**src/rtl/ss_seq_pkg.sv**
```systemverilog
// ss_seq_pkg: shared definitions for the save-state sequencer.
//   state_t     - sequencer FSM encoding (also exported on the debug port)
//   CRC_POLY    - CRC-8 polynomial used when SS_CRC_EN is defined
//   SS_LAST_DEF - default last mapper state address walked
//   crc8_step   - folds one byte into a running CRC-8 (MSB first, no reflection)
package ss_seq_pkg;

  typedef enum logic [2:0] {
    IDLE = 3'd0,
    S_RD = 3'd1,
    S_BW = 3'd2,
    L_BR = 3'd3,
    L_WE = 3'd4,
    NEXT = 3'd5,
    FIN  = 3'd6
  } state_t;

  localparam logic [7:0] CRC_POLY    = 8'h07;
  localparam int         SS_LAST_DEF = 127;

  function automatic logic [7:0] crc8_step(input logic [7:0] crc_in, input logic [7:0] data);
    logic [7:0] c;
    c = crc_in ^ data;
    for (int i = 0; i < 8; i++) begin
      c = c[7] ? ((c << 1) ^ CRC_POLY) : (c << 1);
    end
    return c;
  endfunction

endpackage

```
**src/rtl/ss_seq_if.sv**
```systemverilog
// ss_seq_if: mapper state port plus save-state buffer port of the sequencer.
//   Mapper side : ss_act, ss_we, ss_addr, ss_wdat (sequencer -> mapper), ss_rdat (mapper -> sequencer)
//   Buffer side : buf_addr, buf_we, buf_re, buf_wdat (sequencer -> buffer),
//                 buf_rdat, buf_ack (buffer -> sequencer)
//
// Buffer handshake: buf_we (write) and buf_re (read) are request strobes, never
// both high. A request, its address and write data stay stable until the
// buffer answers with a single-cycle buf_ack; the request drops on the clock
// after buf_ack. buf_rdat is valid in the buf_ack cycle. buf_ack without an
// outstanding request carries no meaning and is ignored.
// Mapper port: ss_addr and ss_wdat are stable for the whole time ss_we=1.
//
// Modports: master = sequencer, slave = mapper/buffer side.
interface ss_seq_if;
  logic       ss_act;
  logic       ss_we;
  logic [7:0] ss_addr;
  logic [7:0] ss_wdat;
  logic [7:0] ss_rdat;
  logic [7:0] buf_addr;
  logic       buf_we;
  logic       buf_re;
  logic [7:0] buf_wdat;
  logic [7:0] buf_rdat;
  logic       buf_ack;

  modport master (
    output ss_act, ss_we, ss_addr, ss_wdat, buf_addr, buf_we, buf_re, buf_wdat,
    input  ss_rdat, buf_rdat, buf_ack
  );

  modport slave (
    input  ss_act, ss_we, ss_addr, ss_wdat, buf_addr, buf_we, buf_re, buf_wdat,
    output ss_rdat, buf_rdat, buf_ack
  );
endinterface

```
**src/rtl/ss_seq_m2_edge_sync.sv**
```systemverilog
// m2_edge_sync: brings an asynchronous strobe into the clk domain and emits a
// one-clk pulse on each 1->0 transition of the synchronized value.
//   clk, rst (async, active-high) ; m2 : asynchronous input
//   fall : one-cycle pulse per synchronized falling edge
// STAGES must be >= 2. Everything clears to 0 on reset, so an m2 that idles
// high after reset shows a rising edge first and never a false fall.
module m2_edge_sync #(
  parameter int STAGES = 2
) (
  input  logic clk,
  input  logic rst,
  input  logic m2,
  output logic fall
);

  logic [STAGES-1:0] sync;
  logic              prev;

  always_ff @(posedge clk or posedge rst) begin
    if (rst) begin
      sync <= '0;
      prev <= 1'b0;
    end else begin
      sync <= {sync[STAGES-2:0], m2};
      prev <= sync[STAGES-1];
    end
  end

  // prev is an extra flop past the chain so the edge detect never looks at
  // the first (possibly metastable) stage.
  assign fall = prev & ~sync[STAGES-1];

endmodule

```
**src/rtl/ss_seq.sv**
```systemverilog
// ss_seq: save-state sequencer in front of a mapper core.
//   Save: walks mapper state addresses 0..SS_LAST, copies each ss_rdat byte to the buffer.
//   Load: reads each buffer byte and strobes it into the mapper across a real m2 negedge.
// Ports:
//   clk, rst (async, active-high), m2 (async CPU M2)
//   cmd_save, cmd_load : one-cycle start pulses (save wins if both)
//   busy, done (one-cycle), err (sticky m2 timeout, cleared by next accepted command)
//   crc       : CRC-8 of transferred bytes when SS_CRC_EN is defined, else 0
//   dbg_state : current FSM state
//   bus       : ss_seq_if.master (mapper state port + buffer port)
// Optional feature macro: SS_CRC_EN.
module ss_seq
  import ss_seq_pkg::*;
#(
  parameter int SS_LAST  = SS_LAST_DEF,
  parameter int RD_WAIT  = 2,
  parameter int SYNC_STG = 2,
  parameter int TO_CYC   = 4096
) (
  input  logic       clk,
  input  logic       rst,
  input  logic       m2,
  input  logic       cmd_save,
  input  logic       cmd_load,
  output logic       busy,
  output logic       done,
  output logic       err,
  output logic [7:0] crc,
  output state_t     dbg_state,
  ss_seq_if.master   bus
);

  localparam int RCW = (RD_WAIT > 1) ? $clog2(RD_WAIT) : 1;
  localparam int TW  = (TO_CYC > 1) ? $clog2(TO_CYC) : 1;

  state_t         state_q, state_d;
  logic [7:0]     addr_q;
  logic [RCW-1:0] rd_cnt;
  logic           fall_seen;
  logic [TW-1:0]  to_cnt;
  logic           is_load;
  logic [7:0]     buf_wdat_q;
  logic [7:0]     ss_wdat_q;
  logic           err_q;
  logic           m2_fall;
  logic           accept;
  logic           rd_last;
  logic           to_hit;
  logic           at_last;

  m2_edge_sync #(.STAGES(SYNC_STG)) u_m2_sync (
    .clk  (clk),
    .rst  (rst),
    .m2   (m2),
    .fall (m2_fall)
  );

  assign accept  = (state_q == IDLE) && (cmd_save || cmd_load);
  assign rd_last = (rd_cnt == RCW'(RD_WAIT - 1));
  // A fall in the final cycle restarts the timer rather than aborting.
  assign to_hit  = !m2_fall && (to_cnt == TW'(TO_CYC - 1));
  assign at_last = (addr_q == 8'(SS_LAST));

  always_ff @(posedge clk or posedge rst) begin
    if (rst) state_q <= IDLE;
    else     state_q <= state_d;
  end

  always_comb begin
    state_d = state_q;
    case (state_q)
      IDLE: if (cmd_save) state_d = S_RD;
            else if (cmd_load) state_d = L_BR;
      S_RD: if (rd_last) state_d = S_BW;
      S_BW: if (bus.buf_ack) state_d = NEXT;
      L_BR: if (bus.buf_ack) state_d = L_WE;
      // The first fall may belong to a negedge that happened before ss_we
      // rose (synchronizer latency); the second one is guaranteed inside.
      L_WE: if (m2_fall && fall_seen) state_d = NEXT;
            else if (to_hit) state_d = FIN;
      NEXT: if (at_last) state_d = FIN;
            else state_d = is_load ? L_BR : S_RD;
      FIN:  state_d = IDLE;
      default: state_d = IDLE;
    endcase
  end

  // Strobes decode straight from the async-reset state register so rst
  // removes ss_act/ss_we immediately, not at the next clock.
  assign busy         = (state_q != IDLE) && (state_q != FIN);
  assign done         = (state_q == FIN);
  assign err          = err_q;
  assign dbg_state    = state_q;
  assign bus.ss_act   = busy;
  assign bus.ss_we    = (state_q == L_WE);
  assign bus.ss_addr  = addr_q;
  assign bus.ss_wdat  = ss_wdat_q;
  assign bus.buf_addr = addr_q;
  assign bus.buf_we   = (state_q == S_BW);
  assign bus.buf_re   = (state_q == L_BR);
  assign bus.buf_wdat = buf_wdat_q;

  always_ff @(posedge clk or posedge rst) begin
    if (rst) begin
      addr_q     <= '0;
      rd_cnt     <= '0;
      fall_seen  <= 1'b0;
      to_cnt     <= '0;
      is_load    <= 1'b0;
      buf_wdat_q <= '0;
      ss_wdat_q  <= '0;
      err_q      <= 1'b0;
    end else begin
      rd_cnt    <= (state_q == S_RD && !rd_last) ? rd_cnt + 1'b1 : '0;
      fall_seen <= (state_q == L_WE) ? (fall_seen | m2_fall) : 1'b0;
      to_cnt    <= (state_q == L_WE && !m2_fall) ? to_cnt + 1'b1 : '0;
      if (accept) begin
        addr_q  <= '0;
        err_q   <= 1'b0;
        is_load <= !cmd_save;
      end
      if (state_q == S_RD && rd_last) buf_wdat_q <= bus.ss_rdat;
      if (state_q == L_BR && bus.buf_ack) ss_wdat_q <= bus.buf_rdat;
      if (state_q == L_WE && !(m2_fall && fall_seen) && to_hit) err_q <= 1'b1;
      if (state_q == NEXT && !at_last) addr_q <= addr_q + 8'd1;
    end
  end

`ifdef SS_CRC_EN
  logic [7:0] crc_q;

  always_ff @(posedge clk or posedge rst) begin
    if (rst) begin
      crc_q <= '0;
    end else if (accept) begin
      crc_q <= '0;
    end else if (state_q == S_RD && rd_last) begin
      crc_q <= crc8_step(crc_q, bus.ss_rdat);
    end else if (state_q == L_BR && bus.buf_ack) begin
      crc_q <= crc8_step(crc_q, bus.buf_rdat);
    end
  end

  assign crc = crc_q;
`else
  assign crc = '0;
`endif

endmodule

```
**src/flat_wrapper.sv**
```systemverilog
// flat-port wrapper written by rule: the top's interface ports become plain ports
module ss_seq_flat import ss_seq_pkg::*;
#(
  parameter int SS_LAST  = SS_LAST_DEF,
  parameter int RD_WAIT  = 2,
  parameter int SYNC_STG = 2,
  parameter int TO_CYC   = 4096
)
  (clk, rst, m2, cmd_save, cmd_load, busy, done, err, crc, dbg_state, bus_ss_act, bus_ss_we, bus_ss_addr, bus_ss_wdat, bus_buf_addr, bus_buf_we, bus_buf_re, bus_buf_wdat, bus_ss_rdat, bus_buf_rdat, bus_buf_ack);
  ss_seq_if bus_i ();
  input  logic clk;
  input  logic rst;
  input  logic m2;
  input  logic cmd_save;
  input  logic cmd_load;
  output logic busy;
  output logic done;
  output logic err;
  output logic [7:0] crc;
  output state_t dbg_state;
  output wire logic [$bits(bus_i.ss_act)-1:0] bus_ss_act;
  output wire logic [$bits(bus_i.ss_we)-1:0] bus_ss_we;
  output wire logic [$bits(bus_i.ss_addr)-1:0] bus_ss_addr;
  output wire logic [$bits(bus_i.ss_wdat)-1:0] bus_ss_wdat;
  output wire logic [$bits(bus_i.buf_addr)-1:0] bus_buf_addr;
  output wire logic [$bits(bus_i.buf_we)-1:0] bus_buf_we;
  output wire logic [$bits(bus_i.buf_re)-1:0] bus_buf_re;
  output wire logic [$bits(bus_i.buf_wdat)-1:0] bus_buf_wdat;
  input wire logic [$bits(bus_i.ss_rdat)-1:0] bus_ss_rdat;
  input wire logic [$bits(bus_i.buf_rdat)-1:0] bus_buf_rdat;
  input wire logic [$bits(bus_i.buf_ack)-1:0] bus_buf_ack;
  assign bus_ss_act = bus_i.ss_act;
  assign bus_ss_we = bus_i.ss_we;
  assign bus_ss_addr = bus_i.ss_addr;
  assign bus_ss_wdat = bus_i.ss_wdat;
  assign bus_buf_addr = bus_i.buf_addr;
  assign bus_buf_we = bus_i.buf_we;
  assign bus_buf_re = bus_i.buf_re;
  assign bus_buf_wdat = bus_i.buf_wdat;
  assign bus_i.ss_rdat = bus_ss_rdat;
  assign bus_i.buf_rdat = bus_buf_rdat;
  assign bus_i.buf_ack = bus_buf_ack;
  ss_seq #(.SS_LAST(SS_LAST), .RD_WAIT(RD_WAIT), .SYNC_STG(SYNC_STG), .TO_CYC(TO_CYC)) u_core (.clk(clk), .rst(rst), .m2(m2), .cmd_save(cmd_save), .cmd_load(cmd_load), .busy(busy), .done(done), .err(err), .crc(crc), .dbg_state(dbg_state), .bus(bus_i));
endmodule
```
**config.mk**
```make
export PLATFORM = sky130hd
export DESIGN_NAME = ss_seq_flat
export DESIGN_NICKNAME = d
export VERILOG_FILES = /design/src/rtl/ss_seq_pkg.sv /design/src/rtl/ss_seq_if.sv /design/src/rtl/ss_seq_m2_edge_sync.sv /design/src/rtl/ss_seq.sv /design/src/flat_wrapper.sv
export SDC_FILE = /design/constraint.sdc
export NUM_CORES = 1
export LEC_CHECK = 0
export CAP_MARGIN = 25
export CELL_PAD_IN_SITES_DETAIL_PLACEMENT = 0
export CELL_PAD_IN_SITES_GLOBAL_PLACEMENT = 1
export CORE_MARGIN = 3
export CORE_UTILIZATION = 45
export DETAILED_ROUTE_END_ITERATION = 12
export DONT_BUFFER_PORTS = 1
export HOLD_SLACK_MARGIN = 0.1
export PLACE_DENSITY_LB_ADDON = 0.1
export SYNTH_ARGS = -nofsm -noshare
export SYNTH_HDL_FRONTEND = slang
export SYNTH_SLANG_ARGS = --single-unit
export TNS_END_PERCENT = 1
```
**constraint.sdc**
```tcl
create_clock -name clk -period 2.38 [get_ports clk]
set_clock_uncertainty 0.1 [all_clocks]
set_input_delay 0.357 -clock clk [delete_from_list [all_inputs] [get_ports clk]]
set_output_delay 0.357 -clock clk [all_outputs]
set_load 0.02 [all_outputs]
```
# After elaboration in Yosys (flattened, before gate mapping)
# Cells that the tools add are included.
[word_totals]
word_cells = 70
ff_bits = 46
input_bits = 22
output_inout_bits = 50
[classes]
reduce_logical = 22
bitwise_logic = 3
muxes = 17
n_eq_ne = 14
add_sub_neg = 3
[op_table]
columns = ["op", "count"]
rows = [
  ["3-bit two-way mux", 8],
  ["3-bit case mux with 6 select lines", 1],
  ["8-bit two-way mux", 2],
  ["12-bit by 1-bit adder with 12-bit output (second input constant)", 1],
  ["12-bit equality test (second input constant)", 1],
  ["12-bit two-way mux", 1],
  ["1-bit logical AND", 11],
  ["3-bit equality test (second input constant)", 3],
  ["8-bit by 1-bit adder with 8-bit output (second input constant)", 1],
  ["8-bit by 7-bit equality test with 1-bit output (second input constant)", 1],
  ["3-bit by 2-bit equality test with 1-bit output (second input constant)", 2],
  ["2-bit by 1-bit inequality test with 1-bit output (second input constant)", 3],
  ["3-bit inequality test (second input constant)", 2],
  ["1-bit zero test", 5],
  ["5-bit AND reduction", 1],
  ["1-bit two-way mux", 4],
  ["2-bit nonzero test", 2],
  ["3-bit by 1-bit equality test with 1-bit output (second input constant)", 1],
  ["3-bit zero test", 1],
  ["3-bit by 1-bit inequality test with 1-bit output (second input constant)", 1],
  ["3-bit nonzero test", 1],
  ["2-bit two-way mux", 1],
  ["1-bit adder (second input constant)", 1],
  ["1-bit AND", 1],
  ["3 further kinds", 3],
]

# Depth between registers and ports, before layout
[logic_depth]
depth_word = 7
depth_mapped = 7
depth_no_buf = 6

# Modules after synthesis
# Synthesis repeated with hierarchy kept, for this count alone.
[unflattened]
cells_unflattened = 202
area_unflattened_um2 = 2280.9
[modules_own_cells]
columns = ["module", "instances", "seq_area_each_um2", "cells_per_inst", "area_each_um2"]
rows = [
  ["ss_seq", 1, 1076.0, 197, 2188.3],
  ["m2_edge_sync", 1, 75.1, 5, 92.6],
]

# Least setup slack after synthesis
# OpenSTA, ideal clock, no wires.
[synth_timing]
path_kind = "register -> output"
start = "reg u_core.state_q[2], in the netlist u_core.dbg_state[2]"
end = "out busy"
path_buffers = 2
arrival_time_ps = 1421
t_required_ps = 1923
setup_slack_ps = 502
path_stages_with_launch = 5
path_cell_list = "dfrtp_1 -> buf_2 -> nor2b_2 -> or3_1 -> buf_4"
[synth_via]
elab_chain_cells = 2
word_cells_on_any_way = 3
cone_classes = "eq/ne (1); reduce/logical (2)"
[synth_rtl]
columns = ["element", "line", "rtl"]
rows = [
  ["start: declaration", "ss_seq.sv:36", "state_t state_q, state_d;"],
  ["start signal: assignment", "ss_seq.sv:66", "else state_q <= state_d;"],
  ["3-bit inequality test or 3-bit nonzero test (tied branches)", "ss_seq.sv:90", "assign busy = (state_q != IDLE) && (state_q != FIN);"],
  ["1-bit logical AND *", "ss_seq.sv:90", ""],
  ["end: declaration", "flat_wrapper.sv:16", "output logic busy;"],
]
# Mark *: on every way between the ends. The rest lies on a longest branch, timed or not.

# Final worst setup path
[layout_timing]
start = "reg u_core.state_q[1], in the netlist u_core.dbg_state[1]"
end = "out busy"
# Same word-level chain as after synthesis.

==> reports/summary.json <==
{
  "yosys": {
    "yosys_warnings": 0,
    "synth-edff-count": 0,
    "yosys_register_bits": 46,
    "synth_top_area_cell": "sky130_fd_sc_hd__dfrtp_1",
    "count_of_distinct_cell_types_in_the_synthesized_netlist": 42,
    "post_synth.cell_area_avg_sq_um": 10.82,
    "ys_dominant_reg_cell": "sky130_fd_sc_hd__dfrtp_1",
    "syn-cell-area_sq_mm": 0.002240,
    "post_synth_main_area_contributors": "sky130_fd_sc_hd__dfrtp_1 51%, sky130_fd_sc_hd__mux2_1 8.0%, sky130_fd_sc_hd__buf_4 6.0%, sky130_fd_sc_hd__nor2_1 3.5%, sky130_fd_sc_hd__xor2_1 3.1%",
    "synthCells": 207,
    "netlist.area_leader.share": 0.5140,
    "synth_seq_area_share": 0.5140,
    "synth_async_sr_flop_share": 1.000
  },
  "finish": {
    "area_delta_synth_final_pct": 14.86,
    "final_cell_mix": "46 x sky130_fd_sc_hd__dfrtp_1, 21 x sky130_fd_sc_hd__nor2_1, 20 x sky130_fd_sc_hd__dlygate4sd3_1, 16 x sky130_fd_sc_hd__mux2_1, 15 x sky130_fd_sc_hd__nand2_1",
    "fin_cells": 296,
    "mostFrequentLayoutCell": "sky130_fd_sc_hd__dfrtp_1",
    "nNetsFinal": 252,
    "drive_gt1_frac": 0.1179,
    "diodes": 0
  },
  "setup_path": {
    "maximum_fanout_along_the_worst_path": 4,
    "cp.required_ns": 1.92,
    "flop2flop_setup_slack_ns": 0.61,
    "crit_arrival_ns": 1.55,
    "rr_endpoint": "u_core.to_cnt[7]$_DFF_PP0_",
    "crit_type": "flop to output pin",
    "regToRegStartpoint": "u_core.dbg_state[1]$_DFFE_PP0P_",
    "setup.worst_path.end_class": "output pin",
    "crit_path_start_kind": "flop",
    "r2r_cells": 4
  },
  "clock_network": {
    "cts-hold-fix-buffers": 20,
    "tritoncts": "yes",
    "clock_sink_total": 46,
    "cts_max_path_buffers": 2,
    "clk_latency_ns": 0.30,
    "cts.reportedPaths.clkPinSlew_ns": 0.09,
    "cts_made_buffers": 5,
    "clockRootBuffer": "sky130_fd_sc_hd__clkbuf_8",
    "cts_setup_buffers": 0,
    "number_of_instances_resized_during_post_cts_repair": 0,
    "h-tree-depth": 2
  },
  "sta": {
    "slew_viol_final": 0,
    "hold_viol_final": 0,
    "setup_viol": 0,
    "layout_min_cycle_time_ns": 2.007,
    "max_slew.worst_pin.slew_ns": 0.5467,
    "fmax_mhz": 498.3,
    "period_share": 0.8433,
    "fin_hold_ws_ns": 0.1384,
    "slew_margin_rel": 0.6317,
    "grt_setup_unrepaired": "no",
    "setup_tns_ns": 0
  },
  "floorplan": {
    "start_util": 0.4711,
    "die_area_sq_mm": 0.005859,
    "die_y_um": 76.55,
    "rows": 25,
    "design.core.area_sq_mm": 0.004755,
    "die_w_um": 76.55,
    "ioPinCount": 72
  },
  "grt": {
    "first_global_vias": 1621,
    "grt_usage": 0.1646,
    "largest_net_degree_at_the_start_of_global_routing": 47,
    "global_route_congestion_overflow_total": 0,
    "antenna_found_initial": 0,
    "grt_first_pass_wirelength_mm": 7.783
  },
  "routing": {
    "routed_wire_length_per_instance_um": 15.16,
    "drtAntennaViolNets": 0,
    "drt-vias-per-instance": 5.166,
    "dr_total_vias": 1529,
    "route.detailed.drc": 0,
    "drtIter0Drc": 95,
    "drt_pre_antenna_iters": 4,
    "detail_route.wirelength_mm": 4.488
  },
  "min_path": {
    "whs_endpoint": "u_core.dbg_state[1]$_DFFE_PP0P_",
    "hold-path-cell-count": 2,
    "min_from": "bus_buf_ack",
    "min_path_type": "input pin to flop"
  },
  "placed_design": {
    "hpwl_mm": 3.081,
    "gp_congestion": 0.7726,
    "dpl.cell_count": 267,
    "io_buffer_count": 0
  },
  "outcome": {
    "run_status": "completed"
  },
  "pwr": {
    "static-leakage-power_nw": 1.128,
    "ir_worst_vdd_mv": 0.6161,
    "power_frac_clock": 0.188,
    "power.switching_mw": 1.082,
    "p_comb_frac": 0.313,
    "power.sequential.fraction": 0.499,
    "power_density_mw_per_mm2": 1027,
    "internal_power_mw": 1.559,
    "sw_frac_of_total": 0.4096
  },
  "run": {
    "drv_cap": 0
  }
}
==> metal layers <==
layer	vias to the layer above	wire, um	part of all wire	GRT usage
met4	0	88	0.020	0.04710
met5	-	0	0	0
met3	9	287	0.064	0.06028
met2	50	2293	0.51	0.2838
li1	720	-	-	-
met1	750	1819	0.41	0.1918
==> area by class of cell <==
type	instances	area, sq um
clock buffers	6	82.58
clock inverters	2	12.51
fillers	434	2182
inverters	2	7.507
multi-input cells	143	947.2
flip-flops and latches	46	1151
well taps	67	83.83
repair buffers	30	287.8
==> metrics by stage <==
stage | cell area (sq um) | setup slack [ns] | utilization | total power [mW]
after floorplan | 2266 | 0.5015 | - | 1.989
after global placement | 2257 | 0.6341 | 0.4747 | 2.111
after detailed placement | 2257 | 0.5967 | 0.4747 | 2.143
after CTS | 2552 | 0.3543 | 0.5368 | 2.669
after global routing | 2572 | 0.3108 | 0.5411 | 2.812
final | 2572 | 0.3730 | 0.5411 | 2.641
==> critical path, stage by stage, from the launching register on <==
cell and delay (ns):
sky130_fd_sc_hd__dfrtp_1 0.48, sky130_fd_sc_hd__nor2b_2 0.22, sky130_fd_sc_hd__or3_1 0.55
==> logic make-up (layout without fill, tap and decap cells) <==
logic type / after synthesis / in the layout / share of synthesized area
other: 1 / 8 / 0.001674
multiplexers: 16 / 16 / 0.08045
buffers and inverters: 25 / 40 / 0.07486
AND/OR/NAND/NOR: 75 / 75 / 0.1860
flip-flops: 46 / 46 / 0.5140
adder cells (fa/ha/maj): 2 / 2 / 0.01117
XOR/XNOR: 12 / 12 / 0.04693
AO/OA/AOI/OAI: 30 / 30 / 0.08491
==> how the worst max path moves through the flow <==
stage | start | to | cells after the start
5_1_grt | u_core.dbg_state[1]$_DFFE_PP0P_ | bus_ss_act | 2
2_1_floorplan | u_core.dbg_state[2]$_DFFE_PP0P_ | busy | 4
3_5_place_dp | u_core.dbg_state[1]$_DFFE_PP0P_ | u_core.to_cnt[7]$_DFF_PP0_ | 4
6_report | u_core.dbg_state[1]$_DFFE_PP0P_ | busy | 2
3_3_place_gp | u_core.bus.buf_addr[3]$_DFFE_PP0P_ | u_core.bus.buf_addr[7]$_DFFE_PP0P_ | 5
4_1_cts | u_core.dbg_state[1]$_DFFE_PP0P_ | busy | 2
==> registers in the layout, summed over array words and instances, names as in the netlist <==
register,flops
u_core.rd_cnt,1
u_core.err,1
u_core.u_m2_sync.sync,2
u_core.dbg_state,3
u_core.is_load,1
u_core.u_m2_sync.prev,1
u_core.bus.ss_wdat,8
u_core.fall_seen,1
u_core.to_cnt,12
u_core.bus.buf_addr,8
u_core.bus.buf_wdat,8
==> power by group through the flow <==
stage | Sequential (mW) | Combinational [mW] | Clock [mW]
6_report | 1.32 | 0.827 | 0.497
5_1_grt | 1.35 | 0.918 | 0.547
4_1_cts | 1.32 | 0.836 | 0.512
3_5_place_dp | 1.34 | 0.808 | 0
3_3_place_gp | 1.33 | 0.784 | 0
2_1_floorplan | 1.33 | 0.664 | 0
==> synthesized netlist by cell type, types with 3 or more instances <==
cell type / instances
sky130_fd_sc_hd__buf_2: 5
sky130_fd_sc_hd__buf_4: 18
sky130_fd_sc_hd__nand2_1: 15
sky130_fd_sc_hd__xnor2_1: 4
sky130_fd_sc_hd__nor2_1: 21
sky130_fd_sc_hd__nor2b_1: 4
sky130_fd_sc_hd__a21oi_1: 7
sky130_fd_sc_hd__o21ai_0: 3
sky130_fd_sc_hd__dfrtp_1: 46
sky130_fd_sc_hd__mux2_1: 16
sky130_fd_sc_hd__nand2b_1: 3
sky130_fd_sc_hd__xor2_1: 8
sky130_fd_sc_hd__or3_1: 3
sky130_fd_sc_hd__nand3_1: 10
sky130_fd_sc_hd__o21ai_1: 9
No activity file was read; power rests on OpenSTA's default activity.
